--- src/rtl/inst_loader.sv ---
// inst_loader: program loader for the Inst_mem load port.
// Accepts a byte stream (2-byte little-endian word count, then count words
// sent LSB first), writes the words into instruction memory starting at
// address 0, zero-fills the remaining words, waits HOLD_CYCLES, then releases
// the CPU reset so the core fetches from address 0.
// Ports:
//   clk, rst         rising-edge clock, synchronous active-high reset
//   start            one-cycle load request (honoured in IDLE and RUN)
//   byte_valid/data  incoming stream byte
//   byte_ready       loader accepts a byte this cycle
//   mem_wr_en        memory write strobe (also the load-port mux select)
//   mem_addr         word-aligned byte address of the write
//   mem_wdata        word being written
//   cpu_rst_n        active-low CPU reset, 1 while RUN
//   busy             load in progress
//   err              sticky: header count exceeded DEPTH
module inst_loader #(
  parameter int unsigned DEPTH       = 256,
  parameter int unsigned HOLD_CYCLES = 2
) (
  input  logic        clk,
  input  logic        rst,
  input  logic        start,
  input  logic        byte_valid,
  input  logic [7:0]  byte_data,
  output logic        byte_ready,
  output logic        mem_wr_en,
  output logic [31:0] mem_addr,
  output logic [31:0] mem_wdata,
  output logic        cpu_rst_n,
  output logic        busy,
  output logic        err
);

  localparam int unsigned IW = $clog2(DEPTH) + 1;
  localparam int unsigned HW = (HOLD_CYCLES > 1) ? $clog2(HOLD_CYCLES) : 1;
  localparam logic [IW-1:0] DEPTH_I   = IW'(DEPTH);
  localparam logic [15:0]   DEPTH_16  = 16'(DEPTH);
  localparam logic [16:0]   DEPTH_17  = 17'(DEPTH);
  localparam logic [HW-1:0] HOLD_LAST = HW'(HOLD_CYCLES - 1);

  typedef enum logic [3:0] {
    S_IDLE, S_HDR0, S_HDR1, S_DATA, S_WRITE, S_DRAIN, S_FILL, S_HOLD, S_RUN
  } state_t;

  state_t        state_q, state_d;
  logic [7:0]    count_lo_q, count_lo_d;
  logic [IW-1:0] eff_q, eff_d;
  logic [IW-1:0] idx_q, idx_d;
  logic [1:0]    byte_cnt_q, byte_cnt_d;
  logic [31:0]   word_q, word_d;
  logic [17:0]   drain_q, drain_d;
  logic          excess_q, excess_d;
  logic [HW-1:0] hold_q, hold_d;

  logic          byte_ready_q, byte_ready_d;
  logic          mem_wr_en_q, mem_wr_en_d;
  logic [31:0]   mem_addr_q, mem_addr_d;
  logic [31:0]   mem_wdata_q, mem_wdata_d;
  logic          cpu_rst_n_q, cpu_rst_n_d;
  logic          busy_q, busy_d;
  logic          err_q, err_d;

  logic          xfer;
  logic [15:0]   count_full;
  logic          over;

  assign xfer       = byte_valid & byte_ready_q;
  assign count_full = {byte_data, count_lo_q};
  assign over       = {1'b0, count_full} > DEPTH_17;

  always_comb begin
    state_d    = state_q;
    count_lo_d = count_lo_q;
    eff_d      = eff_q;
    idx_d      = idx_q;
    byte_cnt_d = byte_cnt_q;
    word_d     = word_q;
    drain_d    = drain_q;
    excess_d   = excess_q;
    hold_d     = hold_q;
    err_d      = err_q;

    unique case (state_q)
      S_IDLE, S_RUN: begin
        if (start) begin
          state_d    = S_HDR0;
          idx_d      = '0;
          byte_cnt_d = '0;
          err_d      = 1'b0;
        end
      end
      S_HDR0: begin
        if (xfer) begin
          count_lo_d = byte_data;
          state_d    = S_HDR1;
        end
      end
      S_HDR1: begin
        if (xfer) begin
          err_d    = over;
          excess_d = over;
          eff_d    = over ? DEPTH_I : IW'(count_full);
          // Excess words are drained as bytes: (count - DEPTH) * 4.
          drain_d  = {count_full - DEPTH_16, 2'b00};
          state_d  = (count_full == 16'd0) ? S_FILL : S_DATA;
        end
      end
      S_DATA: begin
        if (xfer) begin
          word_d[{byte_cnt_q, 3'b000} +: 8] = byte_data;
          byte_cnt_d = byte_cnt_q + 1'b1;
          if (byte_cnt_q == 2'd3) state_d = S_WRITE;
        end
      end
      S_WRITE: begin
        idx_d  = idx_q + 1'b1;
        hold_d = '0;
        if (idx_d < eff_q)       state_d = S_DATA;
        else if (excess_q)       state_d = S_DRAIN;
        else if (idx_d < DEPTH_I) state_d = S_FILL;
        else                     state_d = S_HOLD;
      end
      S_DRAIN: begin
        hold_d = '0;
        if (xfer) begin
          drain_d = drain_q - 1'b1;
          if (drain_q == 18'd1) state_d = (idx_q < DEPTH_I) ? S_FILL : S_HOLD;
        end
      end
      S_FILL: begin
        idx_d  = idx_q + 1'b1;
        hold_d = '0;
        if (idx_d == DEPTH_I) state_d = S_HOLD;
      end
      S_HOLD: begin
        if (hold_q == HOLD_LAST) state_d = S_RUN;
        else                     hold_d  = hold_q + 1'b1;
      end
      default: state_d = S_IDLE;
    endcase

    // Outputs are registered copies of what the next state presents, so each
    // state's outputs appear in the same cycle the state itself is occupied.
    byte_ready_d = (state_d == S_HDR0) || (state_d == S_HDR1) ||
                   (state_d == S_DATA) || (state_d == S_DRAIN);
    mem_wr_en_d  = (state_d == S_WRITE) || (state_d == S_FILL);
    mem_addr_d   = mem_wr_en_d ? 32'({idx_d, 2'b00}) : '0;
    mem_wdata_d  = (state_d == S_WRITE) ? word_d : '0;
    cpu_rst_n_d  = (state_d == S_RUN);
    busy_d       = (state_d != S_IDLE) && (state_d != S_RUN);
  end

  always_ff @(posedge clk) begin
    if (rst) begin
      state_q      <= S_IDLE;
      count_lo_q   <= '0;
      eff_q        <= '0;
      idx_q        <= '0;
      byte_cnt_q   <= '0;
      word_q       <= '0;
      drain_q      <= '0;
      excess_q     <= 1'b0;
      hold_q       <= '0;
      byte_ready_q <= 1'b0;
      mem_wr_en_q  <= 1'b0;
      mem_addr_q   <= '0;
      mem_wdata_q  <= '0;
      cpu_rst_n_q  <= 1'b0;
      busy_q       <= 1'b0;
      err_q        <= 1'b0;
    end else begin
      state_q      <= state_d;
      count_lo_q   <= count_lo_d;
      eff_q        <= eff_d;
      idx_q        <= idx_d;
      byte_cnt_q   <= byte_cnt_d;
      word_q       <= word_d;
      drain_q      <= drain_d;
      excess_q     <= excess_d;
      hold_q       <= hold_d;
      byte_ready_q <= byte_ready_d;
      mem_wr_en_q  <= mem_wr_en_d;
      mem_addr_q   <= mem_addr_d;
      mem_wdata_q  <= mem_wdata_d;
      cpu_rst_n_q  <= cpu_rst_n_d;
      busy_q       <= busy_d;
      err_q        <= err_d;
    end
  end

  assign byte_ready = byte_ready_q;
  assign mem_wr_en  = mem_wr_en_q;
  assign mem_addr   = mem_addr_q;
  assign mem_wdata  = mem_wdata_q;
  assign cpu_rst_n  = cpu_rst_n_q;
  assign busy       = busy_q;
  assign err        = err_q;

endmodule

--- config.mk ---
export PLATFORM = sky130hd
export DESIGN_NAME = inst_loader
export DESIGN_NICKNAME = d
export VERILOG_FILES = /design/src/rtl/inst_loader.sv
export SDC_FILE = /design/constraint.sdc
export NUM_CORES = 1
export LEC_CHECK = 0
export ABC_AREA = 1
export CAP_MARGIN = 15
export CORE_UTILIZATION = 40
export CTS_CLUSTER_DIAMETER = 30
export DETAILED_ROUTE_END_ITERATION = 7
export PLACE_DENSITY_LB_ADDON = 0.12
export SYNTH_ARGS = -nofsm -noshare
export SYNTH_HDL_FRONTEND = slang
export SYNTH_SLANG_ARGS = --single-unit
--- constraint.sdc ---
create_clock -name clk -period 2.3 [get_ports clk]
set_input_delay 0.69 -clock clk [delete_from_list [all_inputs] [get_ports clk]]
set_output_delay 0.69 -clock clk [all_outputs]
set_load 0.05 [all_outputs]
==> impl_metrics.json, run 1 <==
{
  "status": "complete, but fails checks",
  "failed_checks": "DRC, setup timing",
  "cp-end-kind": "flip-flop",
  "async_flop_share_pct": 0,
  "num_io_pins": 81,
  "gp_congestion": 0.847,
  "via_per_inst": 4.87,
  "crit_arrival_ns": 2.76,
  "endpoint": "mem_wdata[7]",
  "grt_pass1_vias": 5608,
  "cts_tree": "done",
  "r2r-start": "idx_q[0]",
  "synth_cell_types": 40,
  "p_leak_nw": 3.48,
  "clkTransAtPathRegs_ns": 0.06,
  "yosysWarnings": 0,
  "fmax_mhz": 405,
  "drc": 4,
  "clock_sinks": 130,
  "die_x_um": 126,
  "die_area_um2": 15800,
  "stdcell_count": 1176,
  "routedWlPerCell_um": 14.0,
  "antenna_found_initial": 0,
  "core-area_um2": 14700,
  "finalHoldViolCount": 0,
  "synth_area_leaders": "dfxtp_1 43%, nand2_1 9.1%, nor2_1 8.0%",
  "rsz0062_at_grt": "true",
  "critPathBufInv": 6,
  "first_iter_violations": 303,
  "initial_core_util_pct": 41.6,
  "relSlewSlack_pct": 66.1,
  "grt_first_pass_wirelength_mm": 27.1,
  "critical_path_class": "reg2reg",
  "cp.depth": 18,
  "grt_usage_pct": 21.8,
  "num_antenna_cells": 0,
  "synth_top_area_share_pct": 42.6,
  "area_delta_synth_final_pct": 37.3,
  "netlist_area_um2": 6110,
  "r2r-end": "mem_wdata[7]",
  "slowest_delay_ns": 0.37,
  "finalSetupViolCount": 44,
  "wl_mm": 16.5,
  "yosysTopAreaCell": "dfxtp_1",
  "postSynthCellCount": 839,
  "crit_path_start": "idx_q[0]",
  "cp_cell_sequence": "ha_4, nand2_4, nor2_4, nand2_2, nand2_2, nand2_2, buf_4, buf_4, buf_4, buf_4, buf_4, nor2_1, nand2_1, nand3_4, nor2_8, nand2_8, buf_16, nor2_4",
  "ctsRootBufferMaster": "clkbuf_16",
  "ant_nets": 0,
  "ys_ff_latch": 130,
  "r2r_slack_ns": -0.17,
  "period_minus_slack_ns": 2.47,
  "setup_slack_ns": -0.167,
  "crit_top_cell": "buf_4",
  "fin_util_pct": 57.1,
  "pre_cts_slack_ns": -0.504,
  "cts.path.max_buffers": 2,
  "required_ns": 2.60,
  "drive_gt1_share_pct": 22.1,
  "synth_edf_count": 0,
  "grt_max_degree": 32,
  "holdBufCountCts": 0,
  "ys_seq_area_share_pct": 42.6,
  "tns_ns": -5.27,
  "drtPass1Iterations": 7,
  "worst_slew_pin_slew_ns": 0.507,
  "cp_max_fo": 8,
  "fin_nets": 1010,
  "final_max_slew_viol_count": 0,
  "dp_hpwl_mm": 11.5,
  "period_share_pct": 107,
  "avgSynthCellArea_um2": 7.28,
  "port-buffer-count": 57,
  "skew_ns": 0.00848,
  "grt_overflow": 0,
  "ir_drop_v": 0.000508,
  "die_h_um": 126,
  "cp-start-kind": "flip-flop",
  "cts_buffers": 17,
  "vias": 5728,
  "max_cap_violations": 0,
  "row_count": 44,
  "dp.cells": 1128,
  "critPathSlowestCell": "dfxtp_4",
  "clk_latency_ns": 0.42,
  "ys.flop_type": "dfxtp_1",
  "powerDensity_nw_per_um2": 652,
  "r2r_cells": 18,
  "crit_family": "simple AND/OR/NAND/NOR gates",
  "htree_levels": 4,
  "hold_class": "reg2reg"
}
==> metal layers <==
metal | track usage (%) | vias to the layer above | share of wire, %
met5 | 0 | - | 0
li1 | - | 2927 | -
met3 | 3.64 | 24 | 3.5
met2 | 37.8 | 99 | 51
met4 | 8.90 | 0 | 1.8
met1 | 26.6 | 2678 | 44
==> worst register-to-register path, delay by kind of cell, from the launching register on <==
family	cells	cell delay, ns
flops	1	0.37
simple gates	11	1.04
buf+inv	6	0.80
fa+ha+maj	1	0.15
==> synth_stat cells, types with 2 or more instances <==
library cell	count
nor3b_1	2
o22ai_1	12
xor2_1	4
or2_2	2
nor2_1	130
o41ai_1	8
clkbuf_1	18
nor2_2	35
inv_2	6
xnor2_1	4
a22oi_1	10
nor2_4	2
o21ai_0	64
o211ai_1	4
dfxtp_1	130
nand4_1	7
nand2_1	148
nand2_4	2
a31oi_1	2
buf_6	4
nand3_1	41
nor3_1	3
clkinv_1	2
nand2_2	3
buf_4	23
a21oi_1	45
ha_1	19
inv_1	97
==> cell usage in the layout (no fill, tap or decap), types with 4 or more instances in the layout <==
master / synthesis / routed
a21oi_1: 45 / 42
o22ai_1: 12 / 12
conb_1: 1 / 23
clkdlybuf4s50_1: 0 / 55
o41ai_1: 8 / 8
clkbuf_16: 0 / 17
nand2_1: 148 / 138
xnor2_1: 4 / 4
nand2_2: 3 / 11
nand4_1: 7 / 7
a22oi_1: 10 / 10
buf_4: 23 / 82
o211ai_1: 4 / 4
o21ai_0: 64 / 63
ha_1: 19 / 15
inv_1: 97 / 91
nor2_2: 35 / 20
nand3_1: 41 / 35
dfxtp_1: 130 / 127
nor2_4: 2 / 28
ha_4: 0 / 4
buf_16: 0 / 4
inv_2: 6 / 10
nor2_1: 130 / 119
clkbuf_8: 0 / 4
nand3_2: 1 / 6
xor2_1: 4 / 4
==> per-stage QoR <==
step / hold WS [ns] / cell area, um2 / power, mW
2_1_floorplan: 0.444 / 6240 / 2.64
3_3_place_gp: 0.458 / 7300 / 2.76
3_5_place_dp: 0.458 / 7300 / 2.76
4_1_cts: 0.468 / 8280 / 5.51
5_1_grt: 0.493 / 8390 / 5.65
6_report: 0.466 / 8390 / 5.48
==> flip-flops by register name (all words and copies together), names as in the netlist, 2 cells and up <==
register    count
byte_cnt_q      2
count_lo_q      8
drain_q        18
eff_q           9
idx_q           9
mem_addr        9
mem_wdata      32
state_q         4
word_q         32
==> worst min-delay path by stage <==
stage	start	endpoint	slack (ns)	cells past startpoint
global route	eff_q[4]	eff_q[4]	0.49	2
finish	eff_q[6]	eff_q[6]	0.47	2
floorplan	count_lo_q[6]	count_lo_q[6]	0.44	2
detailed placement	eff_q[4]	eff_q[4]	0.46	2
CTS	eff_q[4]	eff_q[4]	0.47	2
global placement	hold_q	hold_q	0.46	2
==> kinds of logic after synthesis <==
family                   after synthesis  share of synthesized area [%]
AND/OR/NAND/NOR                      378                           27.1
buffers and inverters                153                           11.3
AO/OA/AOI/OAI                        150                           13.9
flip-flops                           130                           42.6
adder cells (fa/ha/maj)               19                           3.89
XOR/XNOR                               8                           1.15
other                                  1                         0.0614
==> final cells by class <==
type / count / area, um2
tap: 184 / 230
clock buffer: 22 / 484
timing repair buffer: 146 / 1340
multi-input combinational: 578 / 3200
inverter: 105 / 404
fill: 1392 / 6310
sequential: 130 / 2610
timing repair inverter: 1 / 6.26
clock inverter: 10 / 123
==> what timing repair did <==
item                       4_1_cts  5_1_grt
gates cloned                     4        0
hold endpoints to repair         0        0
setup endpoints to repair       45       45
setup buffers                   10        4
pin swaps                       19       12
resized for setup               53       28
==> power by group <==
part,switching [mW],total (mW),internal [mW]
Clock,1.03,2.75,1.72
Combinational,0.303,0.438,0.136
Sequential,0.0197,2.29,2.27
Total,1.35,5.48,4.13
Note: power is estimated with default switching activity, not from simulation.
==> run 2, diff against run 1 <==
Settings changed: CORE_ASPECT_RATIO from default to 1.2.
==> impl_metrics.json, run 2 (synthesis results as in run 1) <==
{
  "status": "complete, but fails checks",
  "failed_checks": "setup timing",
  "setup_slack_ns": -0.153,
  "final_common_cell": "nand2_1",
  "fmax_mhz": 408,
  "area_delta_synth_final_pct": 36.5,
  "htree_levels": 4,
  "powerDensity_nw_per_um2": 635,
  "p_leak_nw": 3.48,
  "endpoint": "mem_wdata[9]",
  "finalSetupViolCount": 44,
  "ctsRootBufferMaster": "clkbuf_16",
  "pwr-share-seq_pct": 43.2,
  "die_area_um2": 15800,
  "core-area_um2": 15000,
  "cts_buffers": 17,
  "relSlewSlack_pct": 65.4,
  "dpl_cell_area_um2": 7380,
  "pwr-share-comb_pct": 8.3,
  "cp_max_fo": 6,
  "pre_cts_slack_ns": -0.390,
  "cp-end-kind": "flip-flop",
  "fin_nets": 1006,
  "hold_class": "reg2reg",
  "drc": 0,
  "cts.path.max_buffers": 2,
  "vias": 5832,
  "grt_overflow": 0,
  "grt_usage_pct": 22.4,
  "rsz0062_at_grt": "true",
  "num_io_pins": 81,
  "row_count": 49,
  "cts_tree": "done",
  "whs_ns": 0.466,
  "final_max_slew_viol_count": 0,
  "die_x_um": 115,
  "power_switching_share_pct": 24.6,
  "tns_ns": -5.09,
  "clock_sinks": 130,
  "drive_gt1_share_pct": 20.9,
  "crit_arrival_ns": 2.81,
  "clk_latency_ns": 0.42,
  "routedWlPerCell_um": 13.8,
  "grt_max_degree": 65,
  "r2r_slack_ns": -0.15,
  "drtPass1Iterations": 5,
  "via_per_inst": 4.89,
  "p_int_mw": 3.99,
  "gp_congestion": 0.904,
  "first_iter_violations": 298,
  "skew_ns": 0.00546,
  "max_cap_violations": 0,
  "r2r_cells": 18,
  "ir_drop_v": 0.000440,
  "initial_core_util_pct": 40.8,
  "period_share_pct": 107,
  "final_cell_mix": "137 x nand2_1, 127 x dfxtp_1, 123 x nor2_1",
  "wl_mm": 16.5,
  "port-buffer-count": 57,
  "power_switching_mw": 1.30,
  "crit_path_start": "idx_q[0]",
  "cp-start-kind": "flip-flop",
  "ant_nets": 0,
  "holdBufCountCts": 0,
  "r2r-start": "idx_q[0]",
  "finalInstanceArea_um2": 8340,
  "critical_path_class": "reg2reg",
  "dp_hpwl_mm": 11.8,
  "clkTransAtPathRegs_ns": 0.06,
  "die_h_um": 137,
  "period_minus_slack_ns": 2.45,
  "clockPowerShare_pct": 48.5,
  "required_ns": 2.66,
  "grt_pass1_vias": 5673,
  "grt_first_pass_wirelength_mm": 27.0,
  "antenna_found_initial": 0,
  "worst_slew_pin_slew_ns": 0.517,
  "num_antenna_cells": 0,
  "r2r-end": "mem_wdata[9]",
  "finalHoldViolCount": 0
}
-- run 2: cell count changes in the layout (fill, tap and decap cells not counted), sizes merged --
cell,previous run,this run
clkdlybuf4s50,55,54
dlymetal6s2s,0,1
clkinv,4,6
dlygate4sd2,0,1
clkbuf,22,24
inv,107,104
bufinv,2,1
buf,91,85
clkinvlp,3,4
-- run 2: worst max-delay path, stage by stage (launching register included) --
cell	delay (ns)
dfxtp_4	0.38
ha_4	0.15
nand2_4	0.07
nor2_4	0.13
nand3_2	0.10
nand2_2	0.10
inv_2	0.05
ha_4	0.27
nand2_4	0.06
nor2_4	0.10
nand3_2	0.11
nand3_4	0.09
nand2_2	0.06
nand2_2	0.08
nand3_4	0.10
nor2_8	0.16
nand2_8	0.11
clkbuf_16	0.19
nor2_2	0.07
-- run 2: area by class of cell --
type	count	area (um2)
multi-input combinational	578	3150
timing repair buffer	142	1350
inverter	105	402
fill	1435	6620
clock inverter	9	80.1
tap	204	255
sequential	130	2610
timing repair inverter	1	3.75
clock buffer	23	488
-- run 2: what timing repair did --
item | 4_1_cts | 5_1_grt
hold endpoints to repair | 0 | 0
gates cloned | 3 | 1
resized for setup | 38 | 28
endpoints found under the setup margin | 47 | 47
pin swaps | 11 | 12
buffers inserted | 5 | 4
-- run 2: stage by stage --
stage	utilization (%)	instances	total power [mW]
global placement	49.3	1148	2.76
floorplan	-	861	2.64
detailed placement	49.3	1148	2.76
finish	55.8	1192	5.30
global route	55.8	1192	5.50
CTS	54.7	1187	5.34
-- run 2: layer usage --
layer / wire length [um] / share of wire, % / vias to the layer above / GRT usage (%)
li1: - / - / 2925 / -
met1: 6680 / 41 / 2710 / 24.3
met3: 703 / 4.3 / 36 / 5.06
met2: 8570 / 52 / 161 / 40.4
met4: 518 / 3.1 / 0 / 11.8
met5: 0 / 0 / - / 0
-- run 2: power groups by stage --
stage | clock [mW] | combinational [mW] | sequential (mW)
after floorplan | 0 | 0.284 | 2.35
after global placement | 0 | 0.418 | 2.34
after detailed placement | 0 | 0.422 | 2.34
after CTS | 2.63 | 0.425 | 2.29
after global routing | 2.73 | 0.476 | 2.29
final | 2.57 | 0.437 | 2.29
-- run 2: worst min-delay path by stage --
| stage | depth (start not counted) | slack [ns] | start | to |
|---|---|---|---|---|
| after CTS | 2 | 0.47 | eff_q[7] | eff_q[7] |
| after global placement | 2 | 0.46 | hold_q | hold_q |
| final | 2 | 0.47 | eff_q[5] | eff_q[5] |
| after detailed placement | 2 | 0.46 | eff_q[7] | eff_q[7] |
| after floorplan | 2 | 0.44 | count_lo_q[6] | count_lo_q[6] |
| after global routing | 2 | 0.50 | eff_q[7] | eff_q[7] |
==> run 3, diff against run 2 <==
Settings changed: CELL_PAD_IN_SITES_DETAIL_PLACEMENT from default to 0, CELL_PAD_IN_SITES_GLOBAL_PLACEMENT from default to 1, CORE_UTILIZATION 40 to 36.
==> impl_metrics.json, run 3 (synthesis results as in run 1) <==
{
  "status": "complete, but fails checks",
  "failed_checks": "setup timing",
  "grt_max_degree": 65,
  "grt_first_pass_wirelength_mm": 26.9,
  "ant_nets": 0,
  "p_int_mw": 4.10,
  "antenna_found_initial": 0,
  "die_area_um2": 17500,
  "rsz0062_at_grt": "true",
  "fmax_mhz": 405,
  "r2r_cells": 19,
  "final_common_cell": "nand2_1",
  "wl_mm": 17.0,
  "r2r_slack_ns": -0.17,
  "tns_ns": -6.17,
  "num_io_pins": 81,
  "critPathSlowestCell": "dfxtp_4",
  "r2r-end": "mem_wdata[8]",
  "area_delta_synth_final_pct": 35.7,
  "power_switching_mw": 1.35,
  "finalHoldViolCount": 0,
  "worst_slew_pin_slew_ns": 0.519,
  "cts_tree": "done",
  "num_antenna_cells": 0,
  "routedWlPerCell_um": 14.2,
  "skew_ns": 0.0138,
  "clock_sinks": 130,
  "ctsRootBufferMaster": "clkbuf_16",
  "fin_nets": 1003,
  "cp_cell_sequence": "ha_4, nand2_4, nor2_4, nand2_1, nand2_2, nand2_2, inv_2, ha_4, a21o_1, nor2_2, nand3_4, buf_6, nand2_2, nand2_2, nand2_4, nor2_8, nand2_8, buf_12, nor2_4",
  "cts_buffers": 17,
  "crit_top_cell": "nand2_2",
  "required_ns": 2.61,
  "clkTransAtPathRegs_ns": 0.06,
  "initial_core_util_pct": 37.3,
  "max_cap_violations": 0,
  "whs_ns": 0.468,
  "endpoint": "mem_wdata[8]",
  "power_switching_share_pct": 24.8,
  "ff_latch_area_um2": 2610,
  "cp-start-kind": "flip-flop",
  "die_x_um": 121,
  "pwr-share-comb_pct": 8.0,
  "final_max_slew_viol_count": 0,
  "dp_hpwl_mm": 12.0,
  "critPathBufInv": 3,
  "ir_drop_v": 0.000387,
  "finalSetupViolCount": 44,
  "gp_congestion": 0.817,
  "clockPowerShare_pct": 50.0,
  "powerDensity_nw_per_um2": 657,
  "multi_input_area_um2": 3090,
  "drtPass1Iterations": 6,
  "drc": 0,
  "pwr-share-seq_pct": 42.0,
  "core-area_um2": 16400,
  "nFillCells": 1604,
  "cts.path.max_buffers": 2,
  "p_leak_nw": 3.49,
  "port-buffer-count": 57,
  "crit_family": "simple AND/OR/NAND/NOR gates",
  "drive_gt1_share_pct": 20.6,
  "relSlewSlack_pct": 65.3,
  "grt_usage_pct": 20.0,
  "setup_slack_ns": -0.171,
  "critical_path_class": "reg2reg",
  "slowest_delay_ns": 0.37,
  "grt_pass1_vias": 5506,
  "cp_max_fo": 6,
  "die_h_um": 145,
  "final_cell_mix": "137 x nand2_1, 126 x dfxtp_1, 123 x nor2_1",
  "via_per_inst": 4.74,
  "r2r-start": "idx_q[0]",
  "cp.depth": 19,
  "vias": 5666,
  "cp-end-kind": "flip-flop",
  "hold_class": "reg2reg",
  "row_count": 51,
  "clk_latency_ns": 0.43,
  "grt_overflow": 0,
  "htree_levels": 4,
  "period_minus_slack_ns": 2.47,
  "period_share_pct": 107,
  "first_iter_violations": 250,
  "crit_path_start": "idx_q[0]",
  "crit_arrival_ns": 2.78
}
[run 3: cell types whose count changed in the layout (fill, tap and decap cells not counted), moves of 2 or more]
cell        delta
buf_4          -2
bufinv_16      +2
clkbuf_8       -4
clkinv_4       +3
clkinvlp_4     -3
nor2_2        +10
nor2_4        -10
[run 3: repair_timing]
action / CTS / global route
cloned: 2 / 1
pin swaps: 8 / 10
gates resized for setup: 25 / 32
setup buffers: 6 / 3
setup endpoints to repair: 45 / 46
hold buffers: 0 / 0
[run 3: tightest hold or removal path: stages (launching register included)]
cell and delay [ns]:
dfxtp_1 0.31, nand2_1 0.06, a21oi_1 0.05
[run 3: cell type report]
cell class | count | area share (%)
Clock buffer | 18 | 5.18
Clock inverter | 13 | 1.95
Inverter | 105 | 4.81
Multi-Input combinational cell | 578 | 37.3
Sequential cell | 130 | 31.5
Tap cell | 212 | 3.20
Timing Repair Buffer | 140 | 16.0
[run 3: worst min-delay path by stage]
| stage | end | cells after the start | start |
|---|---|---|---|
| 6_report | eff_q[6] | 2 | eff_q[6] |
| 4_1_cts | eff_q[1] | 2 | eff_q[1] |
| 3_5_place_dp | eff_q[6] | 2 | eff_q[6] |
| 3_3_place_gp | hold_q | 2 | hold_q |
| 2_1_floorplan | count_lo_q[6] | 2 | count_lo_q[6] |
| 5_1_grt | eff_q[6] | 2 | eff_q[6] |
[run 3: power groups by stage]
stage                     registers [mW]  logic [mW]  clock network [mW]
after global placement              2.34       0.421                   0
final                               2.29       0.439                2.72
after detailed placement            2.34       0.425                   0
after CTS                           2.29       0.426                2.78
after global routing                2.29       0.476                2.89
after floorplan                     2.35       0.284                   0
[run 3: through the flow]
stage               std cells  power (mW)  utilization (%)  setup slack, ns  cell area (um2)
floorplan                 861        2.64                -           0.0221             6240
global placement         1153        2.76             44.9           -0.408             7360
detailed placement       1153        2.77             44.9           -0.450             7360
CTS                      1192        5.49             49.5          -0.0961             8130
global route             1196        5.65             50.6           -0.307             8290
finish                   1196        5.45             50.6           -0.171             8290
[run 3: layer usage]
| metal | track usage, % | up-vias | wire (um) |
|---|---|---|---|
| met2 | 36.3 | 116 | 8780 |
| met3 | 3.88 | 28 | 650 |
| met5 | 0 | - | 0 |
| li1 | - | 2916 | - |
| met1 | 22.9 | 2606 | 7300 |
| met4 | 8.12 | 0 | 289 |
